`src/rtl/nes_pad_scanner_if.sv`:
```
// Pad-side and host-side signal bundle for nes_pad_scanner.
// The master modport is the scanner; the slave modport is the frame consumer and pad model.
interface nes_pad_scanner_if #(
  parameter int NUM_PADS = 2,
  parameter int NUM_BITS = 8
);
  logic                         vSyncStart;
  logic [NUM_PADS-1:0]          padData;
  logic                         padLatch;
  logic                         padPulse;
  logic [NUM_PADS*NUM_BITS-1:0] buttons;
  logic [NUM_PADS*NUM_BITS-1:0] pressed;
  logic [NUM_PADS*NUM_BITS-1:0] released;
  logic                         frameValid;
  logic                         busy;

  modport master (
    input  vSyncStart, padData,
    output padLatch, padPulse, buttons, pressed, released, frameValid, busy
  );

  modport slave (
    output vSyncStart, padData,
    input  padLatch, padPulse, buttons, pressed, released, frameValid, busy
  );
endinterface

```
`src/rtl/nes_pad_scanner.sv`:
```
// Parallel NES/SNES controller scanner: one latch pulse, NUM_BITS serial slots,
// then an atomic commit of all pads with press/release edge flags.
module nes_pad_scanner #(
  parameter int NUM_PADS = 2,
  parameter int NUM_BITS = 8,
  parameter int CLK_HZ   = 40000000
) (
  input  logic                pixelClock,
  input  logic                resetN,
  nes_pad_scanner_if.master   bus
);

  localparam int T12_I = CLK_HZ / 1000000 * 12;
  localparam int T6_I  = T12_I / 2;
  localparam int IDX_W = (NUM_BITS > 1) ? $clog2(NUM_BITS) : 1;
  localparam int W     = NUM_PADS * NUM_BITS;

  localparam logic [15:0]      T12_M1   = 16'(T12_I - 1);
  localparam logic [15:0]      T6_C     = 16'(T6_I);
  localparam logic [15:0]      T6_M1    = 16'(T6_I - 1);
  localparam logic [IDX_W-1:0] LAST_IDX = IDX_W'(NUM_BITS - 1);

  generate
    if (T12_I >= 65536 || T12_I < 2) begin : g_bad_clk
      $error("nes_pad_scanner: CLK_HZ gives a 12us slot outside 2..65535 cycles");
    end
    if (NUM_PADS < 1 || NUM_PADS > 4) begin : g_bad_pads
      $error("nes_pad_scanner: NUM_PADS must be 1..4");
    end
    if (NUM_BITS < 1 || NUM_BITS > 65536) begin : g_bad_bits
      $error("nes_pad_scanner: NUM_BITS out of range");
    end
  endgenerate

  typedef enum logic [1:0] {
    IDLE   = 2'd0,
    LATCH  = 2'd1,
    READ   = 2'd2,
    COMMIT = 2'd3
  } state_t;

  state_t           state_r;
  logic [15:0]      counter_r;
  logic [IDX_W-1:0] index_r;
  logic [W-1:0]     shadow_r;
  logic             latch_r;
  logic             pulse_r;
  logic [W-1:0]     buttons_r;
  logic [W-1:0]     pressed_r;
  logic [W-1:0]     released_r;
  logic             valid_r;
  logic             busy_r;

  // Scan sequencer; every output is a register updated alongside the state.
  always_ff @(posedge pixelClock or negedge resetN) begin
    if (!resetN) begin
      state_r    <= IDLE;
      counter_r  <= 16'd0;
      index_r    <= '0;
      shadow_r   <= '0;
      latch_r    <= 1'b0;
      pulse_r    <= 1'b0;
      buttons_r  <= '0;
      pressed_r  <= '0;
      released_r <= '0;
      valid_r    <= 1'b0;
      busy_r     <= 1'b0;
    end else begin
      pressed_r  <= '0;
      released_r <= '0;
      valid_r    <= 1'b0;
      case (state_r)
        IDLE: begin
          latch_r <= 1'b0;
          pulse_r <= 1'b0;
          if (bus.vSyncStart) begin
            state_r   <= LATCH;
            counter_r <= 16'd0;
            latch_r   <= 1'b1;
            busy_r    <= 1'b1;
          end else begin
            busy_r    <= 1'b0;
          end
        end
        LATCH: begin
          if (counter_r == T12_M1) begin
            state_r   <= READ;
            counter_r <= 16'd0;
            index_r   <= '0;
            latch_r   <= 1'b0;
          end else begin
            counter_r <= counter_r + 16'd1;
          end
        end
        READ: begin
          // Pads have settled half a slot after the pulse edge; sample all pads together.
          if (counter_r == T6_C) begin
            for (int p = 0; p < NUM_PADS; p++) begin
              shadow_r[p*NUM_BITS + int'(index_r)] <= ~bus.padData[p];
            end
          end
          if (counter_r == T12_M1) begin
            counter_r <= 16'd0;
            if (index_r == LAST_IDX) begin
              state_r <= COMMIT;
              pulse_r <= 1'b0;
            end else begin
              index_r <= index_r + IDX_W'(1);
              pulse_r <= 1'b1;
            end
          end else begin
            counter_r <= counter_r + 16'd1;
            if (counter_r == T6_M1) begin
              pulse_r <= 1'b0;
            end
          end
        end
        COMMIT: begin
          buttons_r  <= shadow_r;
          pressed_r  <= shadow_r & ~buttons_r;
          released_r <= ~shadow_r & buttons_r;
          valid_r    <= 1'b1;
          busy_r     <= 1'b0;
          state_r    <= IDLE;
        end
        default: begin
          state_r <= IDLE;
          latch_r <= 1'b0;
          pulse_r <= 1'b0;
          busy_r  <= 1'b0;
        end
      endcase
    end
  end

  assign bus.padLatch   = latch_r;
  assign bus.padPulse   = pulse_r;
  assign bus.buttons    = buttons_r;
  assign bus.pressed    = pressed_r;
  assign bus.released   = released_r;
  assign bus.frameValid = valid_r;
  assign bus.busy       = busy_r;

endmodule

```
`src/flat_wrapper.sv`:
```
// flat-port wrapper written by rule: the top's interface ports become plain ports
module nes_pad_scanner_flat 
#(
  parameter int NUM_PADS = 2,
  parameter int NUM_BITS = 8,
  parameter int CLK_HZ   = 40000000
)
  (pixelClock, resetN, bus_vSyncStart, bus_padData, bus_padLatch, bus_padPulse, bus_buttons, bus_pressed, bus_released, bus_frameValid, bus_busy);
  nes_pad_scanner_if #(.NUM_PADS(NUM_PADS), .NUM_BITS(NUM_BITS)) bus_i ();
  input  logic pixelClock;
  input  logic resetN;
  input wire logic [$bits(bus_i.vSyncStart)-1:0] bus_vSyncStart;
  input wire logic [$bits(bus_i.padData)-1:0] bus_padData;
  output wire logic [$bits(bus_i.padLatch)-1:0] bus_padLatch;
  output wire logic [$bits(bus_i.padPulse)-1:0] bus_padPulse;
  output wire logic [$bits(bus_i.buttons)-1:0] bus_buttons;
  output wire logic [$bits(bus_i.pressed)-1:0] bus_pressed;
  output wire logic [$bits(bus_i.released)-1:0] bus_released;
  output wire logic [$bits(bus_i.frameValid)-1:0] bus_frameValid;
  output wire logic [$bits(bus_i.busy)-1:0] bus_busy;
  assign bus_i.vSyncStart = bus_vSyncStart;
  assign bus_i.padData = bus_padData;
  assign bus_padLatch = bus_i.padLatch;
  assign bus_padPulse = bus_i.padPulse;
  assign bus_buttons = bus_i.buttons;
  assign bus_pressed = bus_i.pressed;
  assign bus_released = bus_i.released;
  assign bus_frameValid = bus_i.frameValid;
  assign bus_busy = bus_i.busy;
  nes_pad_scanner #(.NUM_PADS(NUM_PADS), .NUM_BITS(NUM_BITS), .CLK_HZ(CLK_HZ)) u_core (.pixelClock(pixelClock), .resetN(resetN), .bus(bus_i));
endmodule
```
`config.mk`:
```
export PLATFORM = sky130hd
export DESIGN_NAME = nes_pad_scanner_flat
export DESIGN_NICKNAME = d
export VERILOG_FILES = /design/src/rtl/nes_pad_scanner_if.sv /design/src/rtl/nes_pad_scanner.sv /design/src/flat_wrapper.sv
export SDC_FILE = /design/constraint.sdc
export NUM_CORES = 1
export LEC_CHECK = 0
export ABC_CLOCK_PERIOD_IN_PS = 2280
export CAP_MARGIN = 20
export CORE_ASPECT_RATIO = 0.5
export CORE_MARGIN = 2
export CORE_UTILIZATION = 45
export CTS_CLUSTER_SIZE = 14
export DETAILED_ROUTE_END_ITERATION = 8
export DONT_BUFFER_PORTS = 1
export GPL_ROUTABILITY_DRIVEN = 1
export SYNTH_ARGS = -nofsm -noshare
export SYNTH_HDL_FRONTEND = slang
export SYNTH_SLANG_ARGS = --single-unit
export TNS_END_PERCENT = 5
```
`constraint.sdc`:
```
create_clock -name pixelClock -period 2.28 [get_ports pixelClock]
set_clock_uncertainty 0.2 [all_clocks]
set_input_delay 0.342 -clock pixelClock [delete_from_list [all_inputs] [get_ports pixelClock]]
set_output_delay 0.342 -clock pixelClock [all_outputs]
set_load 0.03 [all_outputs]
```
# Yosys cells after proc, flatten, opt, wreduce, memory -nomap -nowiden
# Index checks and enable logic that the tools add are counted.
[classes]
addsub = 3
magnitude_cmp = 4
n_mux = 29
reduce_logical = 15
bitwise_logic = 6
eq_ne = 13
[ops]
columns = ["op", "count"]
rows = [
  ["$mux 16", 4],
  ["$and 16x16->16", 2],
  ["$bwmux 16", 2],
  ["$eq 16x8->1 const B", 2],
  ["$ge 32x1->1 const B", 1],
  ["$lt 32x6->1 const B", 1],
  ["$not 16->16", 2],
  ["$pmux 16 s2", 1],
  ["$add 16x1->16 const B", 1],
  ["$eq 16x9->1 const B", 1],
  ["$reduce_bool 2->1", 5],
  ["$mux 3", 3],
  ["$mux 1", 8],
  ["$mux 2", 4],
  ["$pmux 2 s4", 1],
  ["$reduce_and 2->1", 4],
  ["$reduce_and 4->1", 2],
  ["$ne 2x1->1 const B", 3],
  ["$pmux 1 s2", 3],
  ["$pmux 3 s2", 1],
  ["$add 4x3->5 const A", 1],
  ["$lt 3x5->1 const B", 1],
  ["$demux 1 s4", 1],
  ["$eq 2x2->1 const B", 2],
  ["other kinds (11)", 14],
]
[totals]
input_bits = 5
regBits = 89

# Logic depth before layout (Yosys ltp)
# Gate-level depths: netlist of the first run.
[depth]
ltp_word = 6
depth_mapped = 8
mapped_depth_nobuf = 6

# Least setup slack after synthesis of the first run
# Ideal clock, no wire load.
[synth_path]
path_kind = "flip-flop to flip-flop"
startpoint = "register u_core.counter_r[0]"
endpoint = "register u_core.counter_r[14]"
setup_ns = 0.069
path_buffers = 1
required_ns = 2.011
slack_ns = 0.244
path_stages_with_launch = 7
arrival_ns = 1.768
path_cell_list = "dfrtp_1 > ha_1 > and4_4 > buf_6 > a41o_4 > or4_1 > nand3_1"
[synth_via]
elab_chain_len = 3
word_cells_on_any_way = 4
classes_between = "add/sub (1); eq/ne (1); mux (2)"
[synth_rtl]
columns = ["item", "line", "source"]
rows = [
  ["start: declaration", "nes_pad_scanner.sv:43", "logic [15:0] counter_r;"],
  ["start signal: assignment", "nes_pad_scanner.sv:92", "counter_r <= counter_r + 16'd1;"],
  ["start signal: assignment", "nes_pad_scanner.sv:112", "counter_r <= counter_r + 16'd1;"],
  ["$add 16x1->16 or $eq 16x9->1 (tied branches)", "n/a", ""],
  ["$mux 16 (*)", "nes_pad_scanner.sv:86, nes_pad_scanner.sv:102", ""],
  ["$pmux 16 s2 (*)", "nes_pad_scanner.sv:72", "case (state_r)"],
]
# Every way passes the cells marked *; elsewhere a longest branch is shown, timed or not.
# A chain may end at the register's enable or synchronous reset.

# Worst setup path after layout of the first run
[layout_path]
startpoint = "register u_core.state_r[0]"
endpoint = "register u_core.shadow_r[15]"
[layout_via]
elab_chain_len = 2
[layout_rtl]
columns = ["item", "line", "source"]
rows = [
  ["start: declaration", "nes_pad_scanner.sv:42", "state_t state_r;"],
  ["start signal: assignment", "nes_pad_scanner.sv:57", "state_r <= IDLE;"],
  ["start signal: assignment", "nes_pad_scanner.sv:77", "state_r <= LATCH;"],
  ["start signal: assignment", "nes_pad_scanner.sv:87", "state_r <= READ;"],
  ["$eq 2x2->1", "nes_pad_scanner.sv:72", ""],
  ["$reduce_and 2->1 (no line)", "n/a", ""],
  ["end signal: indexed assignment", "nes_pad_scanner.sv:99", "shadow_r[p*NUM_BITS + int'(index_r)] <= ~bus.padData[p];"],
  ["end: declaration", "nes_pad_scanner.sv:45", "logic [W-1:0] shadow_r;"],
]
# No other way between the ends.

==> results of run 1 <==
-- synthesized netlist by cell type, types with 2 or more instances --
library cell and n:
a211o_1 2, a21oi_1 7, a221o_1 4, a31oi_1 10
a41oi_1 2, and2_1 5, and3_1 21, and4_1 5
buf_1 2, buf_2 4, buf_6 4, clkbuf_1 10
dfrtp_1 89, ha_1 9, inv_1 43, mux2i_1 19
nand2_1 27, nand2b_1 2, nand3_1 11, nand4_1 17
nor2_1 19, nor2b_1 3, nor3_1 4, o21ai_0 20
o21ai_1 2, o22ai_1 2, or2_2 2, or3_1 2
or4_1 5
-- stage by stage --
step / hold slack (ns) / setup WS [ns] / util (%) / instance area (um2) / instances
after floorplan: -0.154 / 0.244 / - / 3970 / 371
after global routing: -0.516 / 0.0183 / 51.0 / 4410 / 497
after global placement: -0.150 / 0.213 / 47.4 / 4100 / 478
after detailed placement: -0.149 / 0.164 / 47.4 / 4100 / 478
after CTS: -0.506 / 0.114 / 51.0 / 4410 / 497
final: -0.496 / 0.129 / 51.0 / 4410 / 497
-- flip-flops by register name, indices dropped and copies added (netlist names) --
register / count
u_core.counter_r: 16
u_core.bus.released: 16
u_core.bus.padLatch: 1
u_core.shadow_r: 16
u_core.bus.busy: 1
u_core.bus.pressed: 16
u_core.state_r: 2
u_core.bus.frameValid: 1
u_core.bus.buttons: 16
u_core.index_r: 3
u_core.bus.padPulse: 1
-- layout make-up --
| type | count | area [um2] |
|---|---|---|
| fillers | 764 | 4240 |
| flip-flops and latches | 89 | 2230 |
| multi-input cells | 218 | 1470 |
| clock buffers | 10 | 229 |
| inverters | 43 | 161 |
| well taps | 117 | 146 |
| repair buffers | 14 | 125 |
| clock inverters | 6 | 51.3 |
-- power groups by stage --
stage	logic, mW	registers [mW]	clock network, mW
CTS	1.59	2.79	1.42
finish	1.58	2.78	1.38
global placement	1.51	2.80	0
global route	1.80	2.84	1.50
detailed placement	1.57	2.82	0
floorplan	1.19	2.68	0
-- layer usage --
metal | up-vias | GRT usage [%]
met3 | 4 | 6.10
met1 | 1350 | 25.7
met4 | 0 | 3.89
li1 | 1310 | -
met5 | - | 0
met2 | 53 | 28.7
-- worst max-delay path by stage --
stage                              from              endpoint  slack (ns)  cells after the start
floorplan           u_core.counter_r[0]  u_core.counter_r[14]        0.24                      6
global placement      u_core.state_r[0]   u_core.shadow_r[15]        0.21                      6
detailed placement    u_core.state_r[0]   u_core.shadow_r[15]        0.16                      6
CTS                   u_core.state_r[0]   u_core.shadow_r[15]        0.11                      6
global route          u_core.state_r[0]   u_core.shadow_r[15]        0.02                      6
finish                u_core.state_r[0]   u_core.shadow_r[15]        0.13                      6
-- worst reg2reg max path, stage by stage (launching register included) --
cell and delay (ns):
dfrtp_1 0.40, inv_1 0.10, ha_1 0.18, nor4bb_1 0.30, and3_1 0.38, nand4_1 0.26
mux2i_1 0.19
-- logic make-up after synthesis --
logic type / share of synthesized area, %
and+or+nand+nor: 19.6
buffers and inverters: 7.05
muxes: 5.07
DFF: 56.0
AOI/OAI and AO/OA: 9.38
adders and majority gates: 2.83
-- cell usage in the layout (no fill, tap or decap), drive strengths merged, types with 3 or more instances in the layout --
cell,synthesis,layout
nand2,27,27
nand3,11,11
and4,7,7
inv,43,45
dlygate4sd3,0,3
a221o,4,4
ha,9,9
nand4,18,18
clkinvlp,0,3
nor2b,3,3
dfrtp,89,89
nor2,19,19
a41oi,3,3
nor3,5,5
mux2i,19,19
a21oi,7,7
clkbuf,10,10
a31oi,10,10
or4,5,5
and3,21,21
buf,10,11
o21ai,22,22
and2,5,5
-- timing repair --
action,in CTS,in global routing
hold endpoints to repair,106,89
gates resized for setup,0,0
setup buffers,0,0
==> results by group, run 1 <==
Status
  • Status: finished, violations left
  • Failing checks: negative hold slack

Placement
  • Port bufs: 0
  • Placed wire-length estimate after detailed placement: 5600 um
  • Routability congestion estimate: 0.811

CTS
  • Clock sinks: 89
  • Clock latency of the later-clocked register in the worst-skew pair: 0.33 ns
  • Largest buffer count on any clock path: 2
  • CTS buffer count: 9
  • Max H-tree Level: 3
  • Count of hold-fix buffers inserted at cts: 3
  • CTS tree: done
  • Clock root buffer master: clkbuf_16
  • Clock edge transition at the registers on the reported setup and hold paths: 0.07 ns

Route
  • Pre-Repair DR Iteration Count: 4
  • Wire length on met1: 3920 um
  • Avg WL per Cell: 16.5 um
  • Uppermost signal routing layer after detailed routing: met4
  • Iteration-0 DRC count of the detailed router: 172
  • Met3 layer wire length in the routed design: 414 um
  • Total via count in the routed design: 2717
  • Via count normalized by instance count: 5.47
  • Met2 wire length: 3850 um
  • DRC violations left: 0
  • Remaining number of nets flagged by the antenna check after routing: 0
  • Final wirelength: 8210 um

Timing
  • Normalized max-slew margin: 58.7%
  • Final worst path period need: 2.15 ns
  • Final-layout worst hold slack: -0.496 ns
  • FMAX: 465 MHz
  • Setup violations, final: 0
  • Post-route setup TNS: 0 ns
  • Unrepaired setup endpoints after global routing: no
  • Fin. Hold Viols: 89
  • Number of max-slew violations in the final report: 0
  • Period Utilization, post-route: 94.3%
  • Worst Max-Slew Pin Slew: 0.620 ns

Setup path
  • Data arrival time of the critical path: 2.14 ns
  • Setup CP Type: reg -> reg
  • Critical Path, Cell by Cell: inv_1 -> ha_1 -> nor4bb_1 -> and3_1 -> nand4_1 -> mux2i_1
  • Kind of end point of the critical path: flop
  • R2R depth: 6
  • Cell family with the largest share of critical-path delay: simple AND/OR/NAND/NOR gates
  • Worst R2R Start: u_core.state_r[0]
  • Delay contributed by the slowest stage of the critical path: 0.40 ns
  • FF-to-FF setup slack: 0.13 ns
  • CP max-delay cell: dfrtp_1
  • Critical R2R Capture: u_core.shadow_r[15]
  • Required time of the critical path: 2.27 ns
  • Worst-path maximum fanout: 8
  • Crit path buffers/inverters: 1
  • Startpoint types: flop

Synthesis
  • Number of flip-flops and latches in the synthesized netlist: 89
  • Number of enable flip-flop cells after synthesis: 0
  • Post-Syn Nets: 385
  • Part of the Yosys area used for sequential elements: 56.0%
  • Biggest area consumer among synthesized cells: dfrtp_1
  • Primary FF master, synth: dfrtp_1
  • Post-Synthesis Cells: 371
  • Number of unique standard cell types used by synthesis: 48
  • Post-synth top area share: 56.0%
  • Fraction of registers with async set or reset after synthesis: 100%
  • Synth warnings: 0
  • Area of the mapped netlist: 3970 um2
  • Synth top area cells: dfrtp_1, mux2i_1, inv_1
  • Synthesized area per cell: 10.7 um2

GRT
  • Largest net degree at the start of global routing: 90
  • Sum of overflow across all layers after global routing: 0
  • GR Util All Layers: 18.6%
  • Number of antenna violations at the first check in global routing: 0
  • Global-route wire length before repair: 13900 um
  • Vias in the first global route: 2742

Power and ir drop
  • Power consumption: 5.75 mW
  • Clock power frac: 24.1%
  • Total power per unit cell area: 1300 nW/um2
  • Sw Pwr: 2.44 mW
  • Leakage power: 2.23 nW
  • Max rail drop VDD: 497 uV
  • Internal power consumption: 3.30 mW
  • Switching Fraction: 42.5%
  • Sequential share of power: 48.4%
  • Fraction of power consumed by combinational cells: 27.6%

Run
  • Count of max-cap constraint violations: 0

Floorplan
  • Die height: 70.5 um
  • Count of standard-cell rows: 24
  • Full die area: 9640 um2
  • Number of top-level pins: 57
  • Initial Util: 45.9%
  • CORE AREA: 8650 um2
  • Die Wd: 137 um

Cells and area
  • Ratio of cells with drive above 1 in the final layout: 9.74%
  • Syn-to-layout area delta: 10.9%
  • Antenna diode instance count: 0
  • Count of nets after finishing: 389

Worst hold path
  • Tightest Hold Check Type: in -> async
(Power assumes the default switching activity.)
==> run 2, diff against run 1 <==
- ABC_CLOCK_PERIOD_IN_PS: 2280 -> 1800
- clock period: 2.28 -> 1.8 ns (I/O delays scaled with it)
==> run 2 against run 1 <==
Count of clock-buffer cells in the layout is the same. Highest routed layer unchanged. Non-clock buffer count grew 37. Flip-flop and latch count is the same. Combinational power grew 69%. Sequential power grew 26%. Via count grew 5.1%. Power grew 43%. Register-to-register slack lost 0.36 ns. The run ends with negative hold slack, negative setup slack left.
==> results by group, run 2 (synthesis gave the netlist of run 1 again) <==
Status
  • Status: finished, violations left (unchanged)
  • Failing checks: negative hold slack, negative setup slack (was negative hold slack)

Cells and area
  • Count of nets after finishing: 427 (was 389)
  • Top library cells by usage in the layout, fill and taps aside: dfrtp_1, buf_4, inv_1 (was dfrtp_1, inv_1, nand2_1)
  • Syn-to-layout area delta: 21.1% (was 10.9%)
  • Area of all placed cells without fillers: 4810 um2 (was 4410 um2)
  • Antenna diode instance count: 0 (unchanged)
  • Ratio of cells with drive above 1 in the final layout: 20.8% (was 9.74%)
  • Filler Cell Count: 727 (was 764)
  • Most frequent standard cell in the layout excluding fill and tap cells: dfrtp_1 (unchanged)

Power and ir drop
  • Leakage power: 2.47 nW (was 2.23 nW)
  • Total power per unit cell area: 1710 nW/um2 (was 1300 nW/um2)
  • Max rail drop VDD: 621 uV (was 497 uV)

GRT
  • Number of antenna violations at the first check in global routing: 0 (unchanged)
  • Global-route wire length before repair: 14300 um (was 13900 um)
  • Largest net degree at the start of global routing: 90 (unchanged)
  • Sum of overflow across all layers after global routing: 0 (unchanged)
  • GR Util All Layers: 19.2% (was 18.6%)
  • Vias in the first global route: 2859 (was 2742)

Timing
  • Period Utilization, post-route: 113% (was 94.3%)
  • FMAX: 493 MHz (was 465 MHz)
  • Number of max-slew violations in the final report: 0 (unchanged)
  • Unrepaired setup endpoints after global routing: yes (was no)
  • Final worst path period need: 2.03 ns (was 2.15 ns)
  • Normalized max-slew margin: 72.7% (was 58.7%)
  • Final critical-path setup slack: -0.229 ns (was 0.129 ns)
  • Worst Max-Slew Pin Slew: 0.408 ns (was 0.620 ns)
  • Setup violations, final: 37 (was 0)
  • Final-layout worst hold slack: -0.575 ns (was -0.496 ns)
  • Fin. Hold Viols: 97 (was 89)

Run
  • Count of max-cap constraint violations: 0 (unchanged)

CTS
  • Clock root buffer master: clkbuf_16 (unchanged)
  • Clock sinks: 89 (unchanged)
  • Largest buffer count on any clock path: 2 (unchanged)
  • CTS tree: done (unchanged)
  • Max H-tree Level: 3 (unchanged)
  • CTS buffer count: 9 (unchanged)
  • Clock edge transition at the registers on the reported setup and hold paths: 0.06 ns (was 0.07 ns)
  • Clock latency of the later-clocked register in the worst-skew pair: 0.34 ns (was 0.33 ns)

Floorplan
  • Die Wd: 137 um (unchanged)
  • Die height: 70.5 um (unchanged)
  • Count of standard-cell rows: 24 (unchanged)
  • Initial Util: 45.9% (unchanged)
  • Full die area: 9640 um2 (unchanged)
  • Number of top-level pins: 57 (unchanged)
  • CORE AREA: 8650 um2 (unchanged)

Placement
  • Port bufs: 0 (unchanged)
  • Placed wire-length estimate after detailed placement: 5830 um (was 5600 um)
  • Post-placement cell area: 4360 um2 (was 4100 um2)
  • Routability congestion estimate: 0.883 (was 0.811)

Route
  • Final wirelength: 8680 um (was 8210 um)
  • Total via count in the routed design: 2856 (was 2717)
  • Pre-Repair DR Iteration Count: 4 (unchanged)
  • DRC violations left: 0 (unchanged)
  • Via count normalized by instance count: 5.34 (was 5.47)
  • Remaining number of nets flagged by the antenna check after routing: 0 (unchanged)
  • Avg WL per Cell: 16.2 um (was 16.5 um)
  • Iteration-0 DRC count of the detailed router: 162 (was 172)

Setup path
  • CP max-delay cell: dfrtp_1 (unchanged)
  • Setup CP Type: reg -> reg (unchanged)
  • Worst R2R Start: u_core.counter_r[0] (was u_core.state_r[0])
  • Worst-path maximum fanout: 6 (was 8)
  • Delay contributed by the slowest stage of the critical path: 0.41 ns (was 0.40 ns)
  • FF-to-FF setup slack: -0.23 ns (was 0.13 ns)
  • Required time of the critical path: 1.82 ns (was 2.27 ns)
  • Critical Path, Cell by Cell: buf_4 -> ha_2 -> and4_4 -> nand4_4 -> a21o_1 -> a221o_1 (was inv_1 -> ha_1 -> nor4bb_1 -> and3_1 -> nand4_1 -> mux2i_1)
  • Cell family with the largest share of critical-path delay: compound AO/OA/AOI/OAI gates (was simple AND/OR/NAND/NOR gates)
  • Startpoint types: flop (unchanged)
  • Crit path buffers/inverters: 1 (unchanged)
  • Data arrival time of the critical path: 2.05 ns (was 2.14 ns)
  • Kind of end point of the critical path: flop (unchanged)
  • Origin of the worst setup path: u_core.counter_r[0] (was u_core.state_r[0])

Worst hold path
  • Tightest Hold Check Type: in -> async (unchanged)
-- run 2: area by class of cell --
cell class	count	area, um2	share of cell area [%]
Multi-Input combinational cell	219	1540	32.0
Timing Repair Buffer	51	410	8.53
Inverter	43	161	3.36
Clock inverter	6	97.6	2.03
Clock buffer	10	229	4.76
Sequential cell	89	2230	46.3
Tap cell	117	146	3.04
-- run 2: path summary, 6_finish.rpt --
check,depth (start not counted),to
min reg2reg,2,u_core.bus.buttons[11]
min in group pixelClock,1,u_core.shadow_r[4]
max reg2reg,6,u_core.index_r[0]
min,0,u_core.counter_r[15]
max,6,u_core.index_r[0]
max in group asynchronous,0,u_core.bus.buttons[7]
-- run 2: timing repair --
| item | CTS | global route |
|---|---|---|
| hold buffers | 1 | 1 |
| setup endpoints to repair | 38 | 38 |
| hold endpoints to repair | 107 | 105 |
| pin swaps | 10 | 10 |
| setup buffers | 0 | 2 |
| gates resized for setup | 9 | 11 |
| cloned | 1 | 0 |
-- run 2: metal layers --
metal,vias up,part of all wire (%),track usage [%]
met3,10,4.5,5.52
met1,1405,46,25.7
met4,0,1.1,5.61
li1,1384,-,-
met2,57,48,30.7
met5,-,0,0
-- run 2: stage by stage --
stage          total power [mW]  util, %  TNS [ns]  instances  worst slack, ns
2_1_floorplan              4.92        -     -1.51        371           -0.114
5_1_grt                    8.71     55.6     -7.98        535           -0.302
4_1_cts                    8.07     54.9     -2.70        532           -0.142
6_report                   8.21     55.6     -5.59        535           -0.229
3_3_place_gp               5.73     50.5     -3.20        514           -0.168
3_5_place_dp               5.83     50.5     -4.50        514           -0.220
-- run 2: report_power, final --
| part | switching, mW | internal [mW] |
|---|---|---|
| clock | 0.816 | 1.24 |
| combinational | 1.41 | 1.25 |
| sequential | 1.06 | 2.43 |
